==> src/rtl/ev22_regfile_2r1w_if.sv <==
`default_nettype none
// +--------------------------------------------------------------------------+
// | ev22_regfile_2r1w_if : bus bundle for the EV22 2-read/1-write regfile    |
// | Rev 1.0 - initial release                                                |
// +--------------------------------------------------------------------------+
interface ev22_regfile_2r1w_if #(
   parameter int DATA_W = 16,
   parameter int ADDR_W = 6
);
   logic [DATA_W-1:0] pi0;
   logic [DATA_W-1:0] pi1;
   logic              wr_en;
   logic [ADDR_W-1:0] wr_addr;
   logic [DATA_W-1:0] wr_data;
   logic              rd_en;
   logic [ADDR_W-1:0] sel_a;
   logic [ADDR_W-1:0] sel_b;
   logic [DATA_W-1:0] data_a;
   logic [DATA_W-1:0] data_b;
   logic              rd_valid;
   logic [DATA_W-1:0] wreg;
   logic              clr_req;
   logic              busy;
   logic              err_clr;
   logic              addr_err;

   modport master (
      output pi0, pi1, wr_en, wr_addr, wr_data, rd_en, sel_a, sel_b, clr_req, err_clr,
      input  data_a, data_b, rd_valid, wreg, busy, addr_err
   );

   modport slave (
      input  pi0, pi1, wr_en, wr_addr, wr_data, rd_en, sel_a, sel_b, clr_req, err_clr,
      output data_a, data_b, rd_valid, wreg, busy, addr_err
   );
endinterface
`default_nettype wire

==> src/rtl/ev22_regfile_2r1w.sv <==
`default_nettype none
// +--------------------------------------------------------------------------+
// | ev22_regfile_2r1w : EV22 register file, 2 registered reads, 1 write,     |
// | sequential clear engine, sticky address-error flag.                      |
// | Optional: REGFILE_BYPASS_EN enables same-edge write-through forwarding.  |
// | Rev 1.0 - initial release                                                |
// +--------------------------------------------------------------------------+
module ev22_regfile_2r1w #(
   parameter int DATA_W    = 16,
   parameter int ADDR_W    = 6,
   parameter int NUM_GPR   = 28,
   parameter int PI0_ADDR  = 28,
   parameter int PI1_ADDR  = 29,
   parameter int R32_ADDR  = 32,
   parameter int R33_ADDR  = 33,
   parameter int WREG_ADDR = 34
) (
   input  logic                clk,
   input  logic                reset,
   ev22_regfile_2r1w_if.slave  bus
);

   localparam int CNT_W = (NUM_GPR > 1) ? $clog2(NUM_GPR) : 1;
   localparam logic [CNT_W-1:0] c_last_cnt = CNT_W'(NUM_GPR - 1);

   typedef enum logic [0:0] {
      ST_IDLE  = 1'b0,
      ST_CLEAR = 1'b1
   } state_t;

   logic [DATA_W-1:0] r_gpr [NUM_GPR];
   logic [DATA_W-1:0] r_r32;
   logic [DATA_W-1:0] r_r33;
   logic [DATA_W-1:0] r_wreg;
   logic [DATA_W-1:0] r_data_a;
   logic [DATA_W-1:0] r_data_b;
   logic              r_rd_valid;
   logic              r_addr_err;
   logic              r_busy;
   state_t            r_state;
   logic [CNT_W-1:0]  r_cnt;

   logic              w_wr_legal;
   logic              w_wr_do;
   logic              w_wr_err;
   logic              w_err_set;
   logic [DATA_W-1:0] w_val_a;
   logic [DATA_W-1:0] w_val_b;
   logic              w_ok_a;
   logic              w_ok_b;

   assign w_wr_legal = (bus.wr_addr < ADDR_W'(NUM_GPR))       ||
                       (bus.wr_addr == ADDR_W'(R32_ADDR))     ||
                       (bus.wr_addr == ADDR_W'(R33_ADDR))     ||
                       (bus.wr_addr == ADDR_W'(WREG_ADDR));
   // Writes during a clear are swallowed without flagging an error.
   assign w_wr_do   = bus.wr_en & ~r_busy &  w_wr_legal;
   assign w_wr_err  = bus.wr_en & ~r_busy & ~w_wr_legal;
   assign w_err_set = w_wr_err | (bus.rd_en & (~w_ok_a | ~w_ok_b));

   always_comb begin
      w_val_a = '0;
      w_val_b = '0;
      w_ok_a  = 1'b0;
      w_ok_b  = 1'b0;
      for (int i = 0; i < NUM_GPR; i++) begin
         if (bus.sel_a == ADDR_W'(i)) begin
            w_val_a = r_gpr[i];
            w_ok_a  = 1'b1;
         end
         if (bus.sel_b == ADDR_W'(i)) begin
            w_val_b = r_gpr[i];
            w_ok_b  = 1'b1;
         end
      end
      if (bus.sel_a == ADDR_W'(PI0_ADDR)) begin w_val_a = bus.pi0; w_ok_a = 1'b1; end
      if (bus.sel_a == ADDR_W'(PI1_ADDR)) begin w_val_a = bus.pi1; w_ok_a = 1'b1; end
      if (bus.sel_a == ADDR_W'(R32_ADDR)) begin w_val_a = r_r32;   w_ok_a = 1'b1; end
      if (bus.sel_a == ADDR_W'(R33_ADDR)) begin w_val_a = r_r33;   w_ok_a = 1'b1; end
      if (bus.sel_b == ADDR_W'(PI0_ADDR)) begin w_val_b = bus.pi0; w_ok_b = 1'b1; end
      if (bus.sel_b == ADDR_W'(PI1_ADDR)) begin w_val_b = bus.pi1; w_ok_b = 1'b1; end
      if (bus.sel_b == ADDR_W'(R32_ADDR)) begin w_val_b = r_r32;   w_ok_b = 1'b1; end
      if (bus.sel_b == ADDR_W'(R33_ADDR)) begin w_val_b = r_r33;   w_ok_b = 1'b1; end
      if (bus.sel_b == ADDR_W'(WREG_ADDR)) begin w_val_b = r_wreg; w_ok_b = 1'b1; end
`ifdef REGFILE_BYPASS_EN
      if (w_wr_do && w_ok_a && (bus.wr_addr == bus.sel_a)) w_val_a = bus.wr_data;
      if (w_wr_do && w_ok_b && (bus.wr_addr == bus.sel_b)) w_val_b = bus.wr_data;
`endif
   end

   always_ff @(posedge clk or posedge reset) begin
      if (reset) begin
         r_state <= ST_IDLE;
         r_cnt   <= '0;
         r_busy  <= 1'b0;
      end else begin
         case (r_state)
            ST_IDLE: begin
               if (bus.clr_req) begin
                  r_state <= ST_CLEAR;
                  r_cnt   <= '0;
                  r_busy  <= 1'b1;
               end
            end
            ST_CLEAR: begin
               if (r_cnt == c_last_cnt) begin
                  r_state <= ST_IDLE;
                  r_cnt   <= '0;
                  r_busy  <= 1'b0;
               end else begin
                  r_cnt <= r_cnt + 1'b1;
               end
            end
            default: begin
               r_state <= ST_IDLE;
               r_cnt   <= '0;
               r_busy  <= 1'b0;
            end
         endcase
      end
   end

   always_ff @(posedge clk or posedge reset) begin
      if (reset) begin
         for (int i = 0; i < NUM_GPR; i++) r_gpr[i] <= '0;
         r_r32  <= '0;
         r_r33  <= '0;
         r_wreg <= '0;
      end else begin
         for (int i = 0; i < NUM_GPR; i++) begin
            if (w_wr_do && (bus.wr_addr == ADDR_W'(i))) r_gpr[i] <= bus.wr_data;
            if ((r_state == ST_CLEAR) && (r_cnt == CNT_W'(i))) r_gpr[i] <= '0;
         end
         if (w_wr_do && (bus.wr_addr == ADDR_W'(R32_ADDR)))  r_r32  <= bus.wr_data;
         if (w_wr_do && (bus.wr_addr == ADDR_W'(R33_ADDR)))  r_r33  <= bus.wr_data;
         if (w_wr_do && (bus.wr_addr == ADDR_W'(WREG_ADDR))) r_wreg <= bus.wr_data;
         if ((r_state == ST_CLEAR) && (r_cnt == c_last_cnt)) begin
            r_r32  <= '0;
            r_r33  <= '0;
            r_wreg <= '0;
         end
      end
   end

   always_ff @(posedge clk or posedge reset) begin
      if (reset) begin
         r_data_a   <= '0;
         r_data_b   <= '0;
         r_rd_valid <= 1'b0;
         r_addr_err <= 1'b0;
      end else begin
         if (bus.rd_en) begin
            r_data_a <= w_val_a;
            r_data_b <= w_val_b;
         end
         r_rd_valid <= bus.rd_en;
         // A new error in the same cycle as err_clr keeps the flag set.
         r_addr_err <= w_err_set | (r_addr_err & ~bus.err_clr);
      end
   end

   assign bus.data_a   = r_data_a;
   assign bus.data_b   = r_data_b;
   assign bus.rd_valid = r_rd_valid;
   assign bus.wreg     = r_wreg;
   assign bus.busy     = r_busy;
   assign bus.addr_err = r_addr_err;

endmodule
`default_nettype wire

==> src/flat_wrapper.sv <==
// flat-port wrapper written by rule: the top's interface ports become plain ports
module ev22_regfile_2r1w_flat 
#(
   parameter int DATA_W    = 16,
   parameter int ADDR_W    = 6,
   parameter int NUM_GPR   = 28,
   parameter int PI0_ADDR  = 28,
   parameter int PI1_ADDR  = 29,
   parameter int R32_ADDR  = 32,
   parameter int R33_ADDR  = 33,
   parameter int WREG_ADDR = 34
)
  (clk, reset, bus_pi0, bus_pi1, bus_wr_en, bus_wr_addr, bus_wr_data, bus_rd_en, bus_sel_a, bus_sel_b, bus_clr_req, bus_err_clr, bus_data_a, bus_data_b, bus_rd_valid, bus_wreg, bus_busy, bus_addr_err);
  ev22_regfile_2r1w_if #(.DATA_W(DATA_W), .ADDR_W(ADDR_W)) bus_i ();
  input  logic clk;
  input  logic reset;
  input wire logic [$bits(bus_i.pi0)-1:0] bus_pi0;
  input wire logic [$bits(bus_i.pi1)-1:0] bus_pi1;
  input wire logic [$bits(bus_i.wr_en)-1:0] bus_wr_en;
  input wire logic [$bits(bus_i.wr_addr)-1:0] bus_wr_addr;
  input wire logic [$bits(bus_i.wr_data)-1:0] bus_wr_data;
  input wire logic [$bits(bus_i.rd_en)-1:0] bus_rd_en;
  input wire logic [$bits(bus_i.sel_a)-1:0] bus_sel_a;
  input wire logic [$bits(bus_i.sel_b)-1:0] bus_sel_b;
  input wire logic [$bits(bus_i.clr_req)-1:0] bus_clr_req;
  input wire logic [$bits(bus_i.err_clr)-1:0] bus_err_clr;
  output wire logic [$bits(bus_i.data_a)-1:0] bus_data_a;
  output wire logic [$bits(bus_i.data_b)-1:0] bus_data_b;
  output wire logic [$bits(bus_i.rd_valid)-1:0] bus_rd_valid;
  output wire logic [$bits(bus_i.wreg)-1:0] bus_wreg;
  output wire logic [$bits(bus_i.busy)-1:0] bus_busy;
  output wire logic [$bits(bus_i.addr_err)-1:0] bus_addr_err;
  assign bus_i.pi0 = bus_pi0;
  assign bus_i.pi1 = bus_pi1;
  assign bus_i.wr_en = bus_wr_en;
  assign bus_i.wr_addr = bus_wr_addr;
  assign bus_i.wr_data = bus_wr_data;
  assign bus_i.rd_en = bus_rd_en;
  assign bus_i.sel_a = bus_sel_a;
  assign bus_i.sel_b = bus_sel_b;
  assign bus_i.clr_req = bus_clr_req;
  assign bus_i.err_clr = bus_err_clr;
  assign bus_data_a = bus_i.data_a;
  assign bus_data_b = bus_i.data_b;
  assign bus_rd_valid = bus_i.rd_valid;
  assign bus_wreg = bus_i.wreg;
  assign bus_busy = bus_i.busy;
  assign bus_addr_err = bus_i.addr_err;
  ev22_regfile_2r1w #(.DATA_W(DATA_W), .ADDR_W(ADDR_W), .NUM_GPR(NUM_GPR), .PI0_ADDR(PI0_ADDR), .PI1_ADDR(PI1_ADDR), .R32_ADDR(R32_ADDR), .R33_ADDR(R33_ADDR), .WREG_ADDR(WREG_ADDR)) u_core (.clk(clk), .reset(reset), .bus(bus_i));
endmodule
==> config.mk <==
export PLATFORM = sky130hd
export DESIGN_NAME = ev22_regfile_2r1w_flat
export DESIGN_NICKNAME = d
export VERILOG_FILES = /design/src/rtl/ev22_regfile_2r1w_if.sv /design/src/rtl/ev22_regfile_2r1w.sv /design/src/flat_wrapper.sv
export SDC_FILE = /design/constraint.sdc
export NUM_CORES = 2
export LEC_CHECK = 0
export CAP_MARGIN = 40
export CORE_MARGIN = 2
export CORE_UTILIZATION = 35
export DETAILED_ROUTE_END_ITERATION = 16
export GPL_TIMING_DRIVEN = 0
export PLACE_DENSITY = 0.61
export SLEW_MARGIN = 40
export SYNTH_ARGS = -nofsm -noshare
export SYNTH_HDL_FRONTEND = slang
export SYNTH_SLANG_ARGS = --single-unit
==> constraint.sdc <==
create_clock -name clk -period 21.1 [get_ports clk]
set_clock_uncertainty 0.05 [all_clocks]
set_input_delay 4.22 -clock clk [delete_from_list [all_inputs] [get_ports clk]]
set_output_delay 4.22 -clock clk [all_outputs]
set_load 0.005 [all_outputs]
Word-level counts from Yosys, hierarchy flattened
Index checks and enable logic that the tools add are counted.
- register bits: 537
- bits in latches: 0
- RAM bits: 0
- memory bits (read-only): 0
- memories: 0
- add/subtract/negate cells: 1
- $mul: 0
- div/mod/pow operators: 0
- $lt $le $gt $ge: 1
- equality and inequality tests: 122
- shift-type cells: 0
- mux-type cells: 201
- bitwise operators: 14
- reductions and logical operators: 98
- operators with widths (kind ; count):
    $mux W16 ; 127
    $eq A6 B5 Y1 const B ; 40
    $eq A6 B4 Y1 const B ; 24
    $eq A6 B3 Y1 const B ; 12
    $mux W1 ; 69
    $reduce_bool A2 Y1 ; 31
    $eq A5 B5 Y1 const B ; 12
    $logic_and A1 B1 Y1 ; 59
    $eq A6 B6 Y1 const B ; 8
    $eq A5 B4 Y1 const B ; 8
    $eq A6 B2 Y1 const B ; 6
    $eq A5 B3 Y1 const B ; 4
    $eq A6 B1 Y1 const B ; 3
    $logic_not A6 Y1 ; 3
    $eq A5 B2 Y1 const B ; 2
    $mux W5 ; 2
    $pmux W5 S2 ; 1
    $lt A6 B5 Y1 const B ; 1
    $not A1 Y1 ; 6
    $add A5 B1 Y5 const B ; 1
    $and A1 B1 Y1 ; 5
    $eq A5 B1 Y1 const B ; 1
    $logic_not A5 Y1 ; 1
    $ne A2 B2 Y1 const B ; 2
    4 further kinds ; 9

Logic depth before layout (Yosys ltp)
- word-level depth: 39
- mapped depth: 11
- mapped depth without buffers: 7

Least setup slack after synthesis
OpenSTA, ideal clock, no wires.
- path type: input -> register
- from: input bus_sel_a[0]
- to: register u_core.r_data_a[15] (netlist: u_core.bus.data_a[15])
- arrival: 5.944 ns
- required time: 20.918 ns
- setup slack: 14.974 ns
- cell stages on the path: 9
- path buffers: 3
- cell sequence: buf_4 buf_2 buf_2 mux2i_1 o21ai_0 a2111oi_0 nand4_1 a221oi_1 a21oi_1
- cells in the longest elaborated chain, start to end: 33
- elaborated cells on any way between the ends: 64
- those cells by class: 31 x eq/ne; 32 x mux; 1 x reduce/logical
- RTL lines (what ; RTL line ; text):
    start, declared ; flat_wrapper.sv:23 ; input wire logic [$bits(bus_i.sel_a)-1:0] bus_sel_a;
    $logic_not A6 Y1 ; ev22_regfile_2r1w.sv:67 ; if (bus.sel_a == ADDR_W'(i)) begin
    $mux W16 (28 in a row) ; ev22_regfile_2r1w.sv:67 ;
    $mux W16 ; ev22_regfile_2r1w.sv:76 ; if (bus.sel_a == ADDR_W'(PI0_ADDR)) begin w_val_a = bus.pi0; w_ok_a = 1'b1; end
    $mux W16 ; ev22_regfile_2r1w.sv:77 ; if (bus.sel_a == ADDR_W'(PI1_ADDR)) begin w_val_a = bus.pi1; w_ok_a = 1'b1; end
    $mux W16 ; ev22_regfile_2r1w.sv:78 ; if (bus.sel_a == ADDR_W'(R32_ADDR)) begin w_val_a = r_r32; w_ok_a = 1'b1; end
    $mux W16 * ; ev22_regfile_2r1w.sv:79 ; if (bus.sel_a == ADDR_W'(R33_ADDR)) begin w_val_a = r_r33; w_ok_a = 1'b1; end
    end signal, assigned ; ev22_regfile_2r1w.sv:153 ; r_data_a <= w_val_a;
    end, declared ; ev22_regfile_2r1w.sv:35 ; logic [DATA_W-1:0] r_data_a;
Every way passes the cells marked *; elsewhere a longest branch is shown, timed or not.
A chain may end at the register's enable or synchronous reset.

Final worst setup path
- from: input bus_sel_a[1]
- to: register u_core.r_data_a[6] (netlist: u_core.bus.data_a[6])
The elaborated chain is that of the path after synthesis.

==> impl_metrics.tcl <==
set metrics [dict create \
    drv_cap 0 \
    finalNonFillerCells 4570 \
    cts_resized 0 \
    avgRoutedWirePerCell_um 37.18 \
    crit_buf_inv 4 \
    syn_inst 3170 \
    synth_fp_nets 3247 \
    rr_endpoint "u_core.r_gpr[246]" \
    ys_ff_latch 537 \
    setup_slack_ns 12.69 \
    async_reset_ff_share_pct 100.0 \
    min_period_over_period_pct 39.87 \
    hold_depth 1 \
    synth.most_common_cell "dfrtp_1" \
    die_w_um 296.5 \
    dieArea_um2 87930 \
    synth-main-ff-cell "dfrtp_1" \
    dp_cells 4445 \
    cp_slowest_cell "nand2_1" \
    post_cts_buffers 0 \
    hold_buffers 0 \
    clkTransAtPathRegs_ns 0.06 \
    cts_tree "built" \
    fin_crit_ns 8.413 \
    netlist_area_um2 29950 \
    rows 107 \
    yosysUniqueCellTypes 97 \
    via_per_inst 7.030 \
    worst-r2r-setup-slack_ns 17.84 \
    cts_buffers 67 \
    core_um2 85010 \
    wirelength_um 169900 \
    synth.area.mux_share_pct 3.050 \
    multi_input_area_um2 15370 \
    clkLatencyLatePin_ns 0.64 \
    path_common_cell "buf_2" \
    cp-end-kind "register" \
    yosysSeqAreaShare_pct 44.87 \
    fmax_mhz 118.9 \
    drv_slew 0 \
    io_buffers 117 \
    grt_pass1_wl_um 234500 \
    worst_pin_slew_ns 0.9860 \
    io_pins 123 \
    dpl_worst_slack_ns 12.28 \
    peakVddDrop_mv 0.07625 \
    grt_start_max_net_pins 79 \
    synth_area_per_cell_um2 9.448 \
    synth_top_family_by_area "compound AO/OA/AOI/OAI gates" \
    die_h_um 296.5 \
    synth.area.top_cells "dfrtp_1, a22o_1, nand2_1" \
    p_leak_nw 14.85 \
    first_global_vias 30150 \
    ys_warn_count 0 \
    nNetsFinal 3448 \
    yosys.area.top_type "dfrtp_1" \
    path_cells "clkdlybuf4s50_1, buf_2, buf_2, clkinv_1, nand2_1, o2bb2ai_1, nor4_1, o211ai_1, a21oi_1, o31ai_1" \
    start_util_pct 35.23 \
    critPathArrivalTime_ns 8.86 \
    synthDominantCellAreaShare_pct 44.87 \
    synth_edf_count 0 \
    dr_total_vias 32130 \
    globalplace.congestion 1.064 \
    hold_viol_final 0 \
    grt_use_total_pct 38.00 \
    hold_class "reg -> reg" \
    syn2layout_area_growth_pct 18.16 \
    path_delay_family "buffers and inverters" \
    p_per_area_nw_per_um2 86.22 \
    cp_max_fo 10 \
    min-delay-start "u_core.bus.addr_err" \
    slew-limit-headroom_pct 33.96 \
    synthAdderAreaFrac_pct 0.2089 \
    cts_root_buffer "clkbuf_16" \
    clockBufferDepth 3 \
    drc 0 \
    crit_type "in -> reg" \
    regArea_um2 13440 \
    crit_required_ns 21.55 \
    yosys.area_share.simple_pct 15.50 \
    setup_viol 0 \
    hold-path-endpoint "u_core.bus.addr_err" \
    r2r_cells 8 \
    drtAntennaViolNets 0 \
    fill_cells 8463 \
    critPathLaunchType "input port" \
    r2r_start "u_core.bus.busy" \
    synthTopCellsByCount "dfrtp_1, a22o_1, nand2_1" \
    final_util_pct 41.63 \
    dp_hpwl_um 132300 \
    fin_setup_tns_ns 0 \
    synth_compound_area_share_pct 31.74 \
    initialDrtViolationCount 5768 \
    grt-ovfl-total 0 \
    dr.pass1.iters 6 \
    clock_sinks 537 \
    synth_xor_area_share_pct 0.02924 \
    cts.htree.levels 3 \
    grt_setup_unrepaired "false" \
    drive_gt1_share_pct 11.31 \
    outcome "complete, no violations" \
    grt_antenna_before_repair 1 \
    max_stage_delay_ns 0.76 \
]
## sequential cells by signal, summed over array words and instances (netlist names)
register / count
u_core.r_gpr: 448
u_core.r_state: 1
u_core.r_r33: 16
u_core.bus.data_b: 16
u_core.bus.rd_valid: 1
u_core.bus.data_a: 16
u_core.r_cnt: 5
u_core.r_r32: 16
u_core.bus.wreg: 16
u_core.bus.busy: 1
u_core.bus.addr_err: 1
## cell type report
cell class / count / share of cell area, %
timing repair buffer: 132 / 4.059
buffer: 303 / 3.801
clock inverter: 22 / 0.7990
sequential: 537 / 37.97
multi-input combinational: 2314 / 43.44
clock buffer: 97 / 5.664
tap: 1144 / 4.045
antenna: 5 / 0.03535
inverter: 16 / 0.1909
## stage by stage
stage	hold slack, ns	cell area [um^2]	power (mW)
2_1_floorplan	0.4233	29950	1.537
3_3_place_gp	0.4339	32550	1.790
3_5_place_dp	0.4461	33030	1.803
4_1_cts	0.4611	35320	3.018
5_1_grt	0.4752	35380	3.124
6_report	0.4649	35390	3.051
## cells in the final DEF, fill, tap and decap left out, types with 19 or more instances in the layout
cell,count
dfrtp_1,537
a22o_1,411
nand2_1,368
a21oi_1,246
nor2_1,200
clkbuf_1,177
o21ai_0,142
clkdlybuf4s50_1,117
buf_2,106
nand3_1,79
a221oi_1,75
a22oi_1,71
clkbuf_16,71
o22ai_1,60
mux2i_1,53
o221ai_1,50
nor3_1,39
nand4_1,32
a221o_1,29
a31oi_1,21
and3_1,21
nor2b_1,20
mux2_2,20
o2111ai_1,19
## where the power goes
group / internal (mW) / switching, mW / total [mW]
clock network: 0.734 / 0.499 / 1.23
registers: 1.15 / 0.138 / 1.28
logic: 0.187 / 0.349 / 0.536
## worst max-delay path by stage
| stage | endpoint | depth (start not counted) | slack [ns] | startpoint |
|---|---|---|---|---|
| final | u_core.bus.data_a[6] | 10 | 12.69 | bus_sel_a[1] |
| after global routing | u_core.bus.data_a[6] | 10 | 12.89 | bus_sel_a[1] |
| after CTS | u_core.bus.data_a[6] | 10 | 12.91 | bus_sel_a[1] |
| after detailed placement | u_core.bus.data_a[6] | 10 | 12.28 | bus_sel_a[1] |
| after global placement | u_core.r_gpr[27] | 2 | -5.56 | reset |
| after floorplan | u_core.bus.addr_err | 1 | 1.82 | reset |
## kinds of logic after synthesis
kind of cell | after synthesis
xor gates and xnor gates | 1
and+or+nand+nor | 939
muxes | 80
DFF | 537
AOI/OAI and AO/OA | 1289
buffers and inverters | 319
adders and majority gates | 5
## metal layers
metal  routed length (um)  up-vias  GRT usage [%]
met5                   39        -              0
met4                13580        2          24.14
met3                22950      558          11.39
met2                66990     2786          52.11
met1                66360    16090          51.82
li1                     -    12690              -
Power figures use the tool's default switching activity.
